<file path="src/rtl/gci_std_display_parameter.sv">
// ---------------------------------------------------------------------------
// gci_std_display_parameter
// Shared display parameter package: default sizes for the VRAM write port and
// the state encoding of its arbitration/write FSM.
// ---------------------------------------------------------------------------
package gci_std_display_parameter;

  localparam int P_DEF_MEM_ADDR_N  = 19;  // VRAM word-address width
  localparam int P_DEF_FIFO_DEPTH  = 16;  // write FIFO entries (power of two)
  localparam int P_DEF_BURST_MAX   = 8;   // writes per arbitration grant

  localparam int P_WR_ADDR_N = 19;        // pixel address width from upstream
  localparam int P_WR_DATA_N = 16;        // pixel data width from upstream

  typedef enum logic [1:0] {
    ST_IDLE   = 2'd0,
    ST_REQ    = 2'd1,
    ST_WRITE  = 2'd2,
    ST_FINISH = 2'd3
  } vram_wr_state_t;

  // One queued pixel write: address in the upper bits, data in the lower.
  typedef struct packed {
    logic [P_WR_ADDR_N-1:0] addr;
    logic [P_WR_DATA_N-1:0] data;
  } vram_wr_entry_t;

endpackage

</file>
<file path="src/rtl/gci_std_display_sync_fifo.sv">
// ---------------------------------------------------------------------------
// gci_std_display_sync_fifo
// Single-clock first-word-fall-through FIFO.
//   iCLOCK / inRESET : clock, synchronous active-low reset
//   iPUSH / iDATA    : write strobe and data (ignored while full)
//   iPOP             : drop the head entry (ignored while empty)
//   oDATA            : current head entry, valid whenever !oEMPTY
//   oFULL / oEMPTY   : decoded from the registered count
//   oCOUNT           : number of stored entries, 0..P_DEPTH
// ---------------------------------------------------------------------------
module gci_std_display_sync_fifo #(
  parameter int P_N     = 35,
  parameter int P_DEPTH = 16
) (
  input  logic                       iCLOCK,
  input  logic                       inRESET,
  input  logic                       iPUSH,
  input  logic [P_N-1:0]             iDATA,
  input  logic                       iPOP,
  output logic [P_N-1:0]             oDATA,
  output logic                       oFULL,
  output logic                       oEMPTY,
  output logic [$clog2(P_DEPTH):0]   oCOUNT
);

  localparam int PTR_W = $clog2(P_DEPTH);

  logic [P_N-1:0]   mem_reg [P_DEPTH];
  logic [PTR_W-1:0] wr_ptr_reg;
  logic [PTR_W-1:0] rd_ptr_reg;
  logic [PTR_W:0]   count_reg;
  logic             push_ok;
  logic             pop_ok;

  assign oFULL   = (count_reg == (PTR_W+1)'(P_DEPTH));
  assign oEMPTY  = (count_reg == '0);
  assign oCOUNT  = count_reg;
  assign push_ok = iPUSH && !oFULL;
  assign pop_ok  = iPOP && !oEMPTY;

  // The head must be visible in the same cycle the write port strobes the
  // VRAM, so the read side is asynchronous (distributed memory).
  assign oDATA = mem_reg[rd_ptr_reg];

  // Storage carries no reset; the pointers alone define valid contents.
  always_ff @(posedge iCLOCK) begin
    if (push_ok) begin
      mem_reg[wr_ptr_reg] <= iDATA;
    end
  end

  // Power-of-two depth: pointers wrap by natural overflow.
  always_ff @(posedge iCLOCK) begin
    if (!inRESET) begin
      wr_ptr_reg <= '0;
      rd_ptr_reg <= '0;
      count_reg  <= '0;
    end else begin
      if (push_ok) wr_ptr_reg <= wr_ptr_reg + 1'b1;
      if (pop_ok)  rd_ptr_reg <= rd_ptr_reg + 1'b1;
      case ({push_ok, pop_ok})
        2'b10:   count_reg <= count_reg + 1'b1;
        2'b01:   count_reg <= count_reg - 1'b1;
        default: count_reg <= count_reg;
      endcase
    end
  end

endmodule

</file>
<file path="src/rtl/gci_std_display_vram_write_port.sv">
// ---------------------------------------------------------------------------
// gci_std_display_vram_write_port
// Buffers pixel writes in a FIFO and drains them to VRAM in bursts of at most
// P_BURST_MAX writes per bus grant.
//   iCLOCK / inRESET          : clock, synchronous active-low reset
//   iWR_REQ/iWR_ADDR/iWR_DATA : pixel write command; oWR_FULL refuses it
//   oVRAM_ARBIT_REQ / _ACK    : bus request and grant
//   oVRAM_ARBIT_FINISH        : one-cycle bus release pulse
//   oVRAM_ENA/_RW/_ADDR/_DATA : VRAM write strobe and payload; iVRAM_BUSY stalls
//   oIDLE                     : FIFO empty and FSM idle
// ---------------------------------------------------------------------------
module gci_std_display_vram_write_port
  import gci_std_display_parameter::*;
#(
  parameter int P_MEM_ADDR_N = P_DEF_MEM_ADDR_N,
  parameter int P_FIFO_DEPTH = P_DEF_FIFO_DEPTH,
  parameter int P_BURST_MAX  = P_DEF_BURST_MAX
) (
  input  logic                    iCLOCK,
  input  logic                    inRESET,
  input  logic                    iWR_REQ,
  input  logic [P_WR_ADDR_N-1:0]  iWR_ADDR,
  input  logic [P_WR_DATA_N-1:0]  iWR_DATA,
  output logic                    oWR_FULL,
  output logic                    oVRAM_ARBIT_REQ,
  input  logic                    iVRAM_ARBIT_ACK,
  output logic                    oVRAM_ARBIT_FINISH,
  output logic                    oVRAM_ENA,
  input  logic                    iVRAM_BUSY,
  output logic                    oVRAM_RW,
  output logic [P_MEM_ADDR_N-1:0] oVRAM_ADDR,
  output logic [31:0]             oVRAM_DATA,
  output logic                    oIDLE
);

  localparam int CNT_W   = $clog2(P_FIFO_DEPTH) + 1;
  localparam int BURST_W = $clog2(P_BURST_MAX + 1);

  vram_wr_state_t      state_reg, state_next;
  logic [BURST_W-1:0]  burst_reg, burst_next;
  vram_wr_entry_t      push_entry, head_entry;
  logic                fifo_full, fifo_empty;
  logic [CNT_W-1:0]    fifo_count;
  logic                fifo_push;
  logic                write_ena;
  logic                arb_req, arb_finish;

  assign push_entry = '{addr: iWR_ADDR, data: iWR_DATA};
  assign fifo_push  = iWR_REQ && !fifo_full;
  assign write_ena  = (state_reg == ST_WRITE) && !fifo_empty && !iVRAM_BUSY;

  gci_std_display_sync_fifo #(
    .P_N     ($bits(vram_wr_entry_t)),
    .P_DEPTH (P_FIFO_DEPTH)
  ) u_fifo (
    .iCLOCK  (iCLOCK),
    .inRESET (inRESET),
    .iPUSH   (fifo_push),
    .iDATA   (push_entry),
    .iPOP    (write_ena),
    .oDATA   (head_entry),
    .oFULL   (fifo_full),
    .oEMPTY  (fifo_empty),
    .oCOUNT  (fifo_count)
  );

  always_ff @(posedge iCLOCK) begin
    if (!inRESET) begin
      state_reg <= ST_IDLE;
      burst_reg <= '0;
    end else begin
      state_reg <= state_next;
      burst_reg <= burst_next;
    end
  end

  always_comb begin
    state_next = state_reg;
    burst_next = burst_reg;
    arb_req    = 1'b0;
    arb_finish = 1'b0;
    case (state_reg)
      ST_IDLE: begin
        if (!fifo_empty) state_next = ST_REQ;
      end
      ST_REQ: begin
        arb_req = 1'b1;
        if (iVRAM_ARBIT_ACK) begin
          state_next = ST_WRITE;
          burst_next = '0;
        end
      end
      ST_WRITE: begin
        if (write_ena) begin
          burst_next = burst_reg + 1'b1;
          // Release the bus on the write that fills the burst, or on the
          // write that leaves the FIFO empty so the grant is not held idle.
          if ((burst_reg == BURST_W'(P_BURST_MAX - 1)) ||
              ((fifo_count == CNT_W'(1)) && !fifo_push)) begin
            state_next = ST_FINISH;
          end
        end else if (fifo_empty) begin
          state_next = ST_FINISH;
        end
      end
      ST_FINISH: begin
        arb_finish = 1'b1;
        state_next = ST_IDLE;
      end
      default: state_next = ST_IDLE;
    endcase
  end

  // Outputs are forced to their reset values while inRESET is low, so the
  // bus sees a clean release even in the cycle reset is first applied.
  assign oWR_FULL           = inRESET && fifo_full;
  assign oVRAM_ARBIT_REQ    = inRESET && arb_req;
  assign oVRAM_ARBIT_FINISH = inRESET && arb_finish;
  assign oVRAM_ENA          = inRESET && write_ena;
  assign oVRAM_RW           = oVRAM_ENA;
  assign oVRAM_ADDR         = oVRAM_ENA ? P_MEM_ADDR_N'(head_entry.addr) : '0;
  assign oVRAM_DATA         = oVRAM_ENA ? {16'h0000, head_entry.data} : 32'h0;
  assign oIDLE              = !inRESET || (fifo_empty && (state_reg == ST_IDLE));

endmodule

</file>
<file path="config.mk">
export PLATFORM = sky130hd
export DESIGN_NAME = gci_std_display_vram_write_port
export DESIGN_NICKNAME = d
export VERILOG_FILES = /design/src/rtl/gci_std_display_parameter.sv /design/src/rtl/gci_std_display_sync_fifo.sv /design/src/rtl/gci_std_display_vram_write_port.sv
export SDC_FILE = /design/constraint.sdc
export NUM_CORES = 1
export LEC_CHECK = 0
export ABC_AREA = 1
export CORE_ASPECT_RATIO = 0.5
export CORE_MARGIN = 2
export CORE_UTILIZATION = 30
export CTS_CLUSTER_SIZE = 20
export DETAILED_ROUTE_END_ITERATION = 12
export SLEW_MARGIN = 20
export SYNTH_ARGS = -nofsm -noshare
export SYNTH_HDL_FRONTEND = slang
export SYNTH_SLANG_ARGS = --single-unit
</file>
<file path="constraint.sdc">
create_clock -name iCLOCK -period 2.9 [get_ports iCLOCK]
set_clock_uncertainty 0.1 [all_clocks]
set_input_delay 0.58 -clock iCLOCK [delete_from_list [all_inputs] [get_ports iCLOCK]]
set_output_delay 0.58 -clock iCLOCK [all_outputs]
set_load 0.01 [all_outputs]
</file>
==> flow_summary.toml, run 1 <==
[setup_path]
r2r_cells = 13
cp-start-kind = "flip-flop"
cp_slowest_cell = "dfxtp_4"
worstPathCellList = "buf_12 > inv_16 > buf_16 > buf_4 > nand2_1 > nand3_1 > nand3_1 > nand2_1 > a21oi_2 > nor2_1 > buf_2"
endpoint_kind = "output port"
crit_type = "flip-flop to output port"
reg2reg_to = "u_fifo.oCOUNT[3]$_SDFFE_PN0P_"
required_ns = 2.22
cp.arrival_ns = 2.25
path_delay_family = "buffers and inverters"
r2r_start = "state_reg[0]$_SDFFE_PN0P_"
critPathMaxStageDelay_ns = 0.42
path_buf_inv = 5
cp_max_fo = 22
rrSetupSlack_ns = 0.62

[global_route]
grt_pass1_vias = 15553
grt_antenna_before_repair = 4
global_route.overflow_total = 0
grt_use_total = 0.157
grt_max_degree = 44
grt_first_pass_wirelength_um = 97100

[synthesis]
yosysSeqAreaShare = 0.727
postSynthAreaPerCell_um2 = 11.8
yosys-top-cells-area = "edfxtp_1 71%, nand2_1 10%, nand3_1 8.4%"
synth_top_area_share = 0.708
async_flop_share = 0
syn_inst = 2021
synth_edf_count = 560
ys_ff_latch = 583
synth_area_um2 = 23800
ys_top_cells_by_count = "640 x nand2_1, 560 x edfxtp_1, 400 x nand3_1"
yosys_most_used_dff = "edfxtp_1"
synth.most_common_cell = "nand2_1"
synth_top_area_cell = "edfxtp_1"
yosys_warnings = 0
synth.distinct_cells = 25

[hold_path]
hold_depth = 2
hold_path.class = "flip-flop to flip-flop"
min_from = "u_fifo.rd_ptr_reg[2]$_SDFFE_PN0P_"

[floorplan]
initial_core_util = 0.305
fp.dieW_um = 402
die_height_um = 203
top_level_ports = 97
rows = 72
fp.dieArea_um2 = 81600
coreArea_um2 = 77800

[place]
place.gp.congestion = 0.745
hpwl_um = 32500
io_buffers = 80
post-place-ws_ns = -0.151

[routing]
viasPerCell = 4.93
via_count = 16062
wl_per_cell_um = 20.4
first_pass_iters = 5
route.detailed.drc = 0
drtAntennaViolNets = 0
drtIter0Drc = 1563
finalWirelength_um = 66400

[run_status]
outcome = "complete, but fails checks"
violations = "negative setup slack"

[timing]
min_period_ns = 2.93
fin_ws_ns = -0.0313
timing.final.hold_violations = 0
period_share = 1.01
grt_setup_unrepaired = "yes"
max_freq_mhz = 341
worst_slew_pin_slew_ns = 0.650
slew-limit-headroom = 0.566
finalSetupTns_ns = -0.0848
slew_viol_final = 0
setup_viol_count_final = 5

[flow_run]
maxCapViolations = 0

[final_layout]
fillCellCount = 7320
utilization = 0.378
area_delta_synth_final_pct = 23.8
fin_nets = 2233
post_route_cells_drive_above_1_share = 0.152
largest_register_ffs = 560

[clock_tree]
htreeDepth = 2
cts_tree = "done"
cts-buffers-inserted = 58
clk_pin_slew_worst_paths_ns = 0.06
cts_buffer_depth = 3
cts_hold_buf = 0
clock_latency_ns = 0.60
root_buffer = "clkbuf_16"
clock-sinks = 583

[power_and_ir_drop]
ir_drop_mv = 0.491
power_density_nw_per_um2 = 618
p_leak_nw = 10.5
finalPower_mw = 18.2
## layer usage
| metal | track usage | vias to the layer above | routed length [um] |
|---|---|---|---|
| met5 | 0 | - | 8 |
| met3 | 0.0258 | 115 | 3920 |
| li1 | - | 7430 | - |
| met4 | 0.0724 | 2 | 2450 |
| met1 | 0.199 | 7958 | 28000 |
| met2 | 0.263 | 557 | 32100 |
## cells by family after synthesis
logic type | after synthesis | synth area share
xor+xnor | 4 | 0.00147
other cells | 1 | 0.000158
flops | 583 | 0.727
compound gates | 133 | 0.0280
fa+ha+maj | 16 | 0.00842
simple gates | 1117 | 0.199
buf+inv | 167 | 0.0354
## area by class of cell
class	count	area, um2	area share
diodes	3	7.51	0.000255
clock buffers	75	1540	0.0522
clock inverters	29	149	0.00506
inverters	32	154	0.00523
multi-input cells	1286	6100	0.207
flip-flops and latches	583	17300	0.588
well taps	1036	1300	0.0441
repair buffers	212	2830	0.0964
repair inverters	4	48.8	0.00166
## where the power goes
| part | total, mW | internal, mW | switching [mW] |
|---|---|---|---|
| Sequential | 9.43 | 9.37 | 0.0621 |
| Combinational | 1.94 | 0.774 | 1.17 |
| Clock | 6.80 | 3.71 | 3.09 |
## cell usage in the layout (no fill, tap or decap), drive strengths merged, types with 23 or more instances in the layout
cell | netlist | layout
a21oi | 122 | 122
buf | 102 | 158
clkbuf | 33 | 80
clkdlybuf4s50 | 0 | 43
clkinv | 3 | 30
dfxtp | 23 | 23
edfxtp | 560 | 560
inv | 29 | 34
nand2 | 641 | 641
nand3 | 402 | 402
nor2 | 70 | 70
## worst register-to-register path: stages (launching register included)
cell	delay, ns
dfxtp_1	0.39
inv_2	0.09
ha_4	0.19
nand3_4	0.09
buf_4	0.11
buf_4	0.14
inv_1	0.06
ha_1	0.35
inv_1	0.11
nand2_1	0.07
o21ai_0	0.15
o21ai_0	0.12
o21ai_0	0.15
a21oi_1	0.05
## repair_timing
item / CTS / global route
gates resized for setup: 224 / 51
gates cloned: 22 / 8
setup endpoints to repair: 37 / 37
buffers inserted: 16 / 11
pin swaps: 5 / 13
## worst max-delay path by stage
| stage | slack, ns | to | startpoint | cells after the start |
|---|---|---|---|---|
| global placement | -0.08 | oVRAM_DATA[9] | inRESET | 7 |
| detailed placement | -0.15 | oVRAM_DATA[4] | inRESET | 7 |
| floorplan | -0.27 | u_fifo.mem_reg[0][0]$_DFFE_PP_ | u_fifo.oCOUNT[0]$_SDFFE_PN0P_ | 7 |
| finish | -0.03 | oVRAM_DATA[15] | flip-flop | 11 |
| CTS | -0.08 | oVRAM_ADDR[4] | flip-flop | 12 |
| global route | -0.10 | oVRAM_DATA[15] | flip-flop | 11 |
## through the flow
| step | cells | area, um2 | hold WS, ns |
|---|---|---|---|
| after floorplan | 2036 | 23800 | 0.347 |
| after global placement | 3097 | 26400 | 0.361 |
| after detailed placement | 3097 | 26400 | 0.368 |
| after CTS | 3239 | 29000 | 0.377 |
| after global routing | 3260 | 29400 | 0.424 |
| final | 3260 | 29400 | 0.370 |
Note: power is estimated with default switching activity, not from simulation.
==> inputs of run 2 (changes only) <==
CAP_MARGIN = 20   (was not set)
CELL_PAD_IN_SITES_DETAIL_PLACEMENT = 0   (was not set)
CELL_PAD_IN_SITES_GLOBAL_PLACEMENT = 1   (was not set)
PLACE_DENSITY_LB_ADDON = 0.1   (was not set)
==> run 2 against run 1 <==
  * The run still ends with negative setup slack left
  * Highest routed layer unchanged
  * Routed wire length rose by 13%
  * Setup slack improved by 0.0012 ns
  * Sequential cell count did not move
  * Maximum frequency barely moved
==> flow_summary.toml, run 2 (synthesis results as in run 1) <==
[setup_path]
rrSetupSlack_ns = 0.55
crit_type = "flip-flop to output port"
cp-start-kind = "flip-flop"
r2r_cells = 9
required_ns = 2.22
cp.arrival_ns = 2.25
endpoint_kind = "output port"
cp_max_fo = 5
r2r_start = "u_fifo.oCOUNT[1]$_SDFFE_PN0P_"
reg2reg_to = "u_fifo.mem_reg[4][14]$_DFFE_PP_"

[floorplan]
initial_core_util = 0.305
coreArea_um2 = 77800
rows = 72
top_level_ports = 97
fp.dieW_um = 402
die_height_um = 203
fp.dieArea_um2 = 81600

[place]
post-place-ws_ns = -0.226
hpwl_um = 37700
place.gp.congestion = 0.713
io_buffers = 80

[final_layout]
area_delta_synth_final_pct = 26.9
final_common_cell = "nand2_1"
diodes = 0
fin_nets = 2239
largest_register_ffs = 560
post_route_cells_drive_above_1_share = 0.197
mostFrequentLayoutCells = "593 x nand2_1, 560 x edfxtp_1, 327 x nand3_1"

[routing]
drtIter0Drc = 1315
route.detailed.drc = 0
drtAntennaViolNets = 0
via_count = 15707
first_pass_iters = 5
wl_per_cell_um = 23.1
finalWirelength_um = 75400
viasPerCell = 4.82

[power_and_ir_drop]
finalPower_mw = 18.8
ir_drop_mv = 0.447
power_density_nw_per_um2 = 625
p_leak_nw = 10.8

[global_route]
global_route.overflow_total = 0
grt_antenna_before_repair = 1
grt_first_pass_wirelength_um = 109000
grt_pass1_vias = 15539
grt_use_total = 0.183
grt_max_degree = 47

[clock_tree]
htreeDepth = 2
clock-sinks = 583
cts-buffers-inserted = 57
root_buffer = "clkbuf_16"
clock_latency_ns = 0.63
cts_tree = "done"
cts_buffer_depth = 3
clk_pin_slew_worst_paths_ns = 0.06

[timing]
period_share = 1.01
grt_setup_unrepaired = "yes"
max_freq_mhz = 341
setup_viol_count_final = 2
slew_viol_final = 0
timing.final.hold_violations = 0
worst_slew_pin_slew_ns = 0.756
fin_ws_ns = -0.0301
slew-limit-headroom = 0.494
min_period_ns = 2.93

[hold_path]
hold_depth = 2
min_from = "u_fifo.rd_ptr_reg[2]$_SDFFE_PN0P_"
hold_path.class = "flip-flop to flip-flop"

[run_status]
violations = "negative setup slack"
outcome = "complete, but fails checks"

[flow_run]
maxCapViolations = 0
[run 2: changes by cell type in the layout (fill, tap and decap cells not counted), sizes merged]
cell / previous run / this run
clkinv: 30 / 18
buf: 158 / 166
clkbuf: 80 / 87
bufinv: 0 / 4
diode: 3 / 0
bufbuf: 4 / 2
dlygate4sd2: 2 / 0
clkinvlp: 1 / 0
inv: 34 / 35
[run 2: through the flow]
| step | cells | utilization | setup TNS (ns) | area (um2) | hold WS [ns] |
|---|---|---|---|---|---|
| floorplan | 2036 | - | -139.36 | 23800 | 0.347 |
| global placement | 3106 | 0.342 | -5.40 | 26600 | 0.366 |
| detailed placement | 3106 | 0.342 | -6.41 | 26600 | 0.370 |
| CTS | 3253 | 0.381 | -1.44 | 29700 | 0.386 |
| global route | 3260 | 0.387 | -3.07 | 30200 | 0.414 |
| finish | 3260 | 0.387 | -0.0380 | 30200 | 0.383 |
[run 2: report_power, final]
| group | leakage [nW] | switching [mW] | internal [mW] |
|---|---|---|---|
| Sequential | 5.25 | 0.0545 | 9.36 |
| Combinational | 4.66 | 1.26 | 0.886 |
| Clock | 0.849 | 3.26 | 4.02 |
[run 2: critical path, cell delays in order, from the launching register on]
cell     delay (ns)
dfxtp_2        0.36
inv_4          0.05
ha_4           0.16
nand3_4        0.09
nand3_4        0.08
nor2_4         0.10
buf_12         0.13
buf_12         0.14
buf_12         0.14
buf_12         0.11
nand2_4        0.04
nor2_2         0.06
buf_2          0.13
[run 2: metal layers]
metal,global-route usage,up-vias,share of wire
li1,-,7418,-
met1,0.273,7937,0.50
met2,0.282,269,0.44
met3,0.0273,81,0.042
met4,0.0350,2,0.013
met5,0,-,0.00016
[run 2: layout make-up]
cell class / instances / area, um2
Fill cell: 7534 / 47700
Sequential cell: 583 / 17300
Multi-Input combinational cell: 1286 / 6540
Timing Repair Buffer: 221 / 3100
Clock buffer: 77 / 1520
Tap cell: 1036 / 1300
Clock inverter: 23 / 230
Inverter: 32 / 146
Timing Repair inverter: 2 / 20.0
[run 2: worst max path at each step]
stage / from / endpoint / cells past startpoint
floorplan: u_fifo.oCOUNT[0]$_SDFFE_PN0P_ / u_fifo.mem_reg[0][0]$_DFFE_PP_ / 7
global placement: inRESET / oVRAM_DATA[12] / 7
detailed placement: inRESET / oVRAM_DATA[14] / 7
CTS: u_fifo.oCOUNT[1]$_SDFFE_PN0P_ / oVRAM_DATA[9] / 12
global route: u_fifo.oCOUNT[1]$_SDFFE_PN0P_ / oVRAM_DATA[5] / 12
finish: u_fifo.oCOUNT[1]$_SDFFE_PN0P_ / oVRAM_DATA[5] / 12
[run 2: repair_timing]
item / in CTS / in global routing
endpoints found under the hold margin: 0 / 0
cloned: 23 / 9
pin swaps: 72 / 58
gates resized for setup: 309 / 82
setup buffers: 25 / 2
setup endpoints to repair: 37 / 37
hold buffers: 0 / 0
==> variant (config.mk and constraints of run 1) <==
Re-encode `vram_wr_state_t` (4 states) as one-hot, 4 bits wide.
--- a/src/rtl/gci_std_display_parameter.sv
+++ b/src/rtl/gci_std_display_parameter.sv
@@ -12,11 +12,11 @@
   localparam int P_WR_ADDR_N = 19;        // pixel address width from upstream
   localparam int P_WR_DATA_N = 16;        // pixel data width from upstream
 
-  typedef enum logic [1:0] {
-    ST_IDLE   = 2'd0,
-    ST_REQ    = 2'd1,
-    ST_WRITE  = 2'd2,
-    ST_FINISH = 2'd3
+  typedef enum logic [3:0] {
+    ST_IDLE   = 4'b0001,
+    ST_REQ    = 4'b0010,
+    ST_WRITE  = 4'b0100,
+    ST_FINISH = 4'b1000
   } vram_wr_state_t;
 
   // One queued pixel write: address in the upper bits, data in the lower.
Check against the original RTL: no difference found for any inputs over 4 cycles, from zero or initial values and one cycle with inRESET low; so few cycles prove little.
==> variant against run 1 <==
- the run still ends with setup timing left
- final area rose by 3.5%
- critical path depth rose by 1
- routed wire length up 1.6%
- setup slack worse by 0.069 ns
- area after synthesis increased by 0.11%
- sequential cell count increased by 2
- total power down 5.0%
- final cell count grew 0.77%
==> variant: results (changes against run 1) <==
Netlist cell types: 34 (+36%)
Crit Path Max Fanout: 6 (-73%)
Non-filler cells, final: 3285 (+0.77%)
Initial antenna violation count: 1 (-3)
GRT Total Usage: 15.1% (-0.56 points)
Post-synth EDFFs: 560 (unchanged)
Pin count of the biggest net entering global routing: 68 (+55%)
Final WL: 67500 microns (+1.6%)
H-tree depth: 2 (unchanged)
Status: finished, violations left
Clock Path Buffers: 3 (unchanged)
Worst vdd ir: 341 uV (-31%)
First-pass GRT wire length: 94500 microns (-2.7%)
Synth top cells by count: nand2_1 (627), edfxtp_1 (560), nand3_1 (398)
Crit path max-delay cell type: dfxtp_4
Post-detail-place hpwl: 33300 microns (+2.4%)
Largest stage delay, worst path: 0.42 ns (about the same)
Failing checks: setup timing
Synth Area in Compound Gates: 2.81% (+0.013 points)
WHS: 0.402 ns (+0.0316 ns)
Top FF cell, synth: edfxtp_1
Fraction of synthesized area in multiplexers: 0% (unchanged)
Seq/Total Area, Yosys: 72.8% (+0.092 points)
Worst-Margin Slew: 0.631 ns (-0.0182 ns)
Worst setup margin: -0.100 ns (-0.0688 ns)
LEAKAGE: 11.0 nW (+4.6%)
Worst-path clk slew: 0.06 ns (about the same)
Share of layout cells above drive strength 1: 21.6% (+6.4 points)
CTS buffer count: 56 (-3.4%)
CTS root buf: clkbuf_16
Max reg flops: 560 (unchanged)
XOR/XNOR Fraction of Synth Area: 0.110% (-0.037 points)
PortBufs: 80 (unchanged)
FF-to-FF setup slack: 0.64 ns (+0.02 ns)
Top post-synthesis cells by area: edfxtp_1 (71%), nand2_1 (9.9%), nand3_1 (8.4%)
Clock Latency Late Sink: 0.61 ns
Vias: 16238 (+1.1%)
DP Cell Count: 3101 (+0.13%)
Syn avg cell area: 11.8 sq um (+0.11%)
Count of final setup violators: 17 (+12)
Min-delay worst type: reg2reg
Async set-reset flop share out of synthesis: 0% (unchanged)
Final Wtd Congestion: 0.751 (+0.90%)
Delay-heaviest family, CP: buffers and inverters
Synth warn: 0 (unchanged)
Vias in the first global route: 15142 (-2.6%)
Starting DRT DRC Count: 1481 (-5.2%)
Post-Synth Adder-Cell Area: 0.579% (-0.26 points)
Number of nets in the layout: 2259 (+1.2%)
Pre-antenna DRT Iters: 5 (unchanged)
-- variant: area by class of cell --
| class | count | area (sq um) |
|---|---|---|
| antenna | 1 | 2.50 |
| clock buffer | 72 | 1490 |
| clock inverter | 26 | 190 |
| fill | 7173 | 47500 |
| inverter | 34 | 164 |
| multi-input combinational | 1281 | 6570 |
| sequential | 585 | 17300 |
| tap | 1036 | 1300 |
| timing repair buffer | 246 | 3320 |
| timing repair inverter | 4 | 70.1 |
-- variant: per-layer routing --
layer  global-route usage, %  vias to the layer above  share of wire [%]
met2                    25.7                      606                 49
met4                    5.03                        0                3.0
met5                       0                        -                  0
met1                    19.9                     8061                 42
li1                        -                     7471                  -
met3                    2.14                      100                6.3
-- variant: tightest hold or removal path, stage by stage, from the launching register on --
cell and delay (ns):
dfxtp_1 0.33, nand2_1 0.07, a21oi_1 0.06
-- variant: path summary, 6_finish.rpt --
kind                          from                      to  depth (start not counted)
setup / recovery          register           oVRAM_ADDR[7]                         12
hold / removal        burst_reg[0]            burst_reg[0]                          2
setup reg to reg  u_fifo.oCOUNT[1]  u_fifo.mem_reg[12][22]                          8
hold reg to reg       burst_reg[0]            burst_reg[0]                          2
-- variant: report_power, final --
group / leakage [nW] / internal, W / switching (W)
clock network: 0.808 / 0.00372 / 0.00311
registers: 5.27 / 0.00938 / 0.0000521
logic: 4.88 / 0.000374 / 0.000617
-- variant: timing repair --
action                                  CTS  global route
cloned                                    8            29
pin swaps                                22            57
hold endpoints to repair                  0             0
resized for setup                       190           210
endpoints found under the setup margin   38            39
setup buffers                            21            30
-- variant: logic make-up after synthesis --
| kind of cell | count (synthesis) |
|---|---|
| AND/OR/NAND/NOR | 1119 |
| flip-flops | 585 |
| buffers and inverters | 170 |
| AO/OA/AOI/OAI | 132 |
| adder cells (fa/ha/maj) | 11 |
| XOR/XNOR | 3 |
| other | 1 |
-- variant: metrics by stage --
step	instance area [sq um]	setup TNS [ns]	power, W	setup slack [ns]
after CTS	28900	-1.71	0.0172	-0.163
after detailed placement	26600	-2.68	0.0104	-0.118
final	30400	-0.677	0.0173	-0.100
after global routing	30400	-3.41	0.0178	-0.165
after floorplan	23900	-75.86	0.0100	-0.220
after global placement	26600	-1.67	0.0104	-0.0757
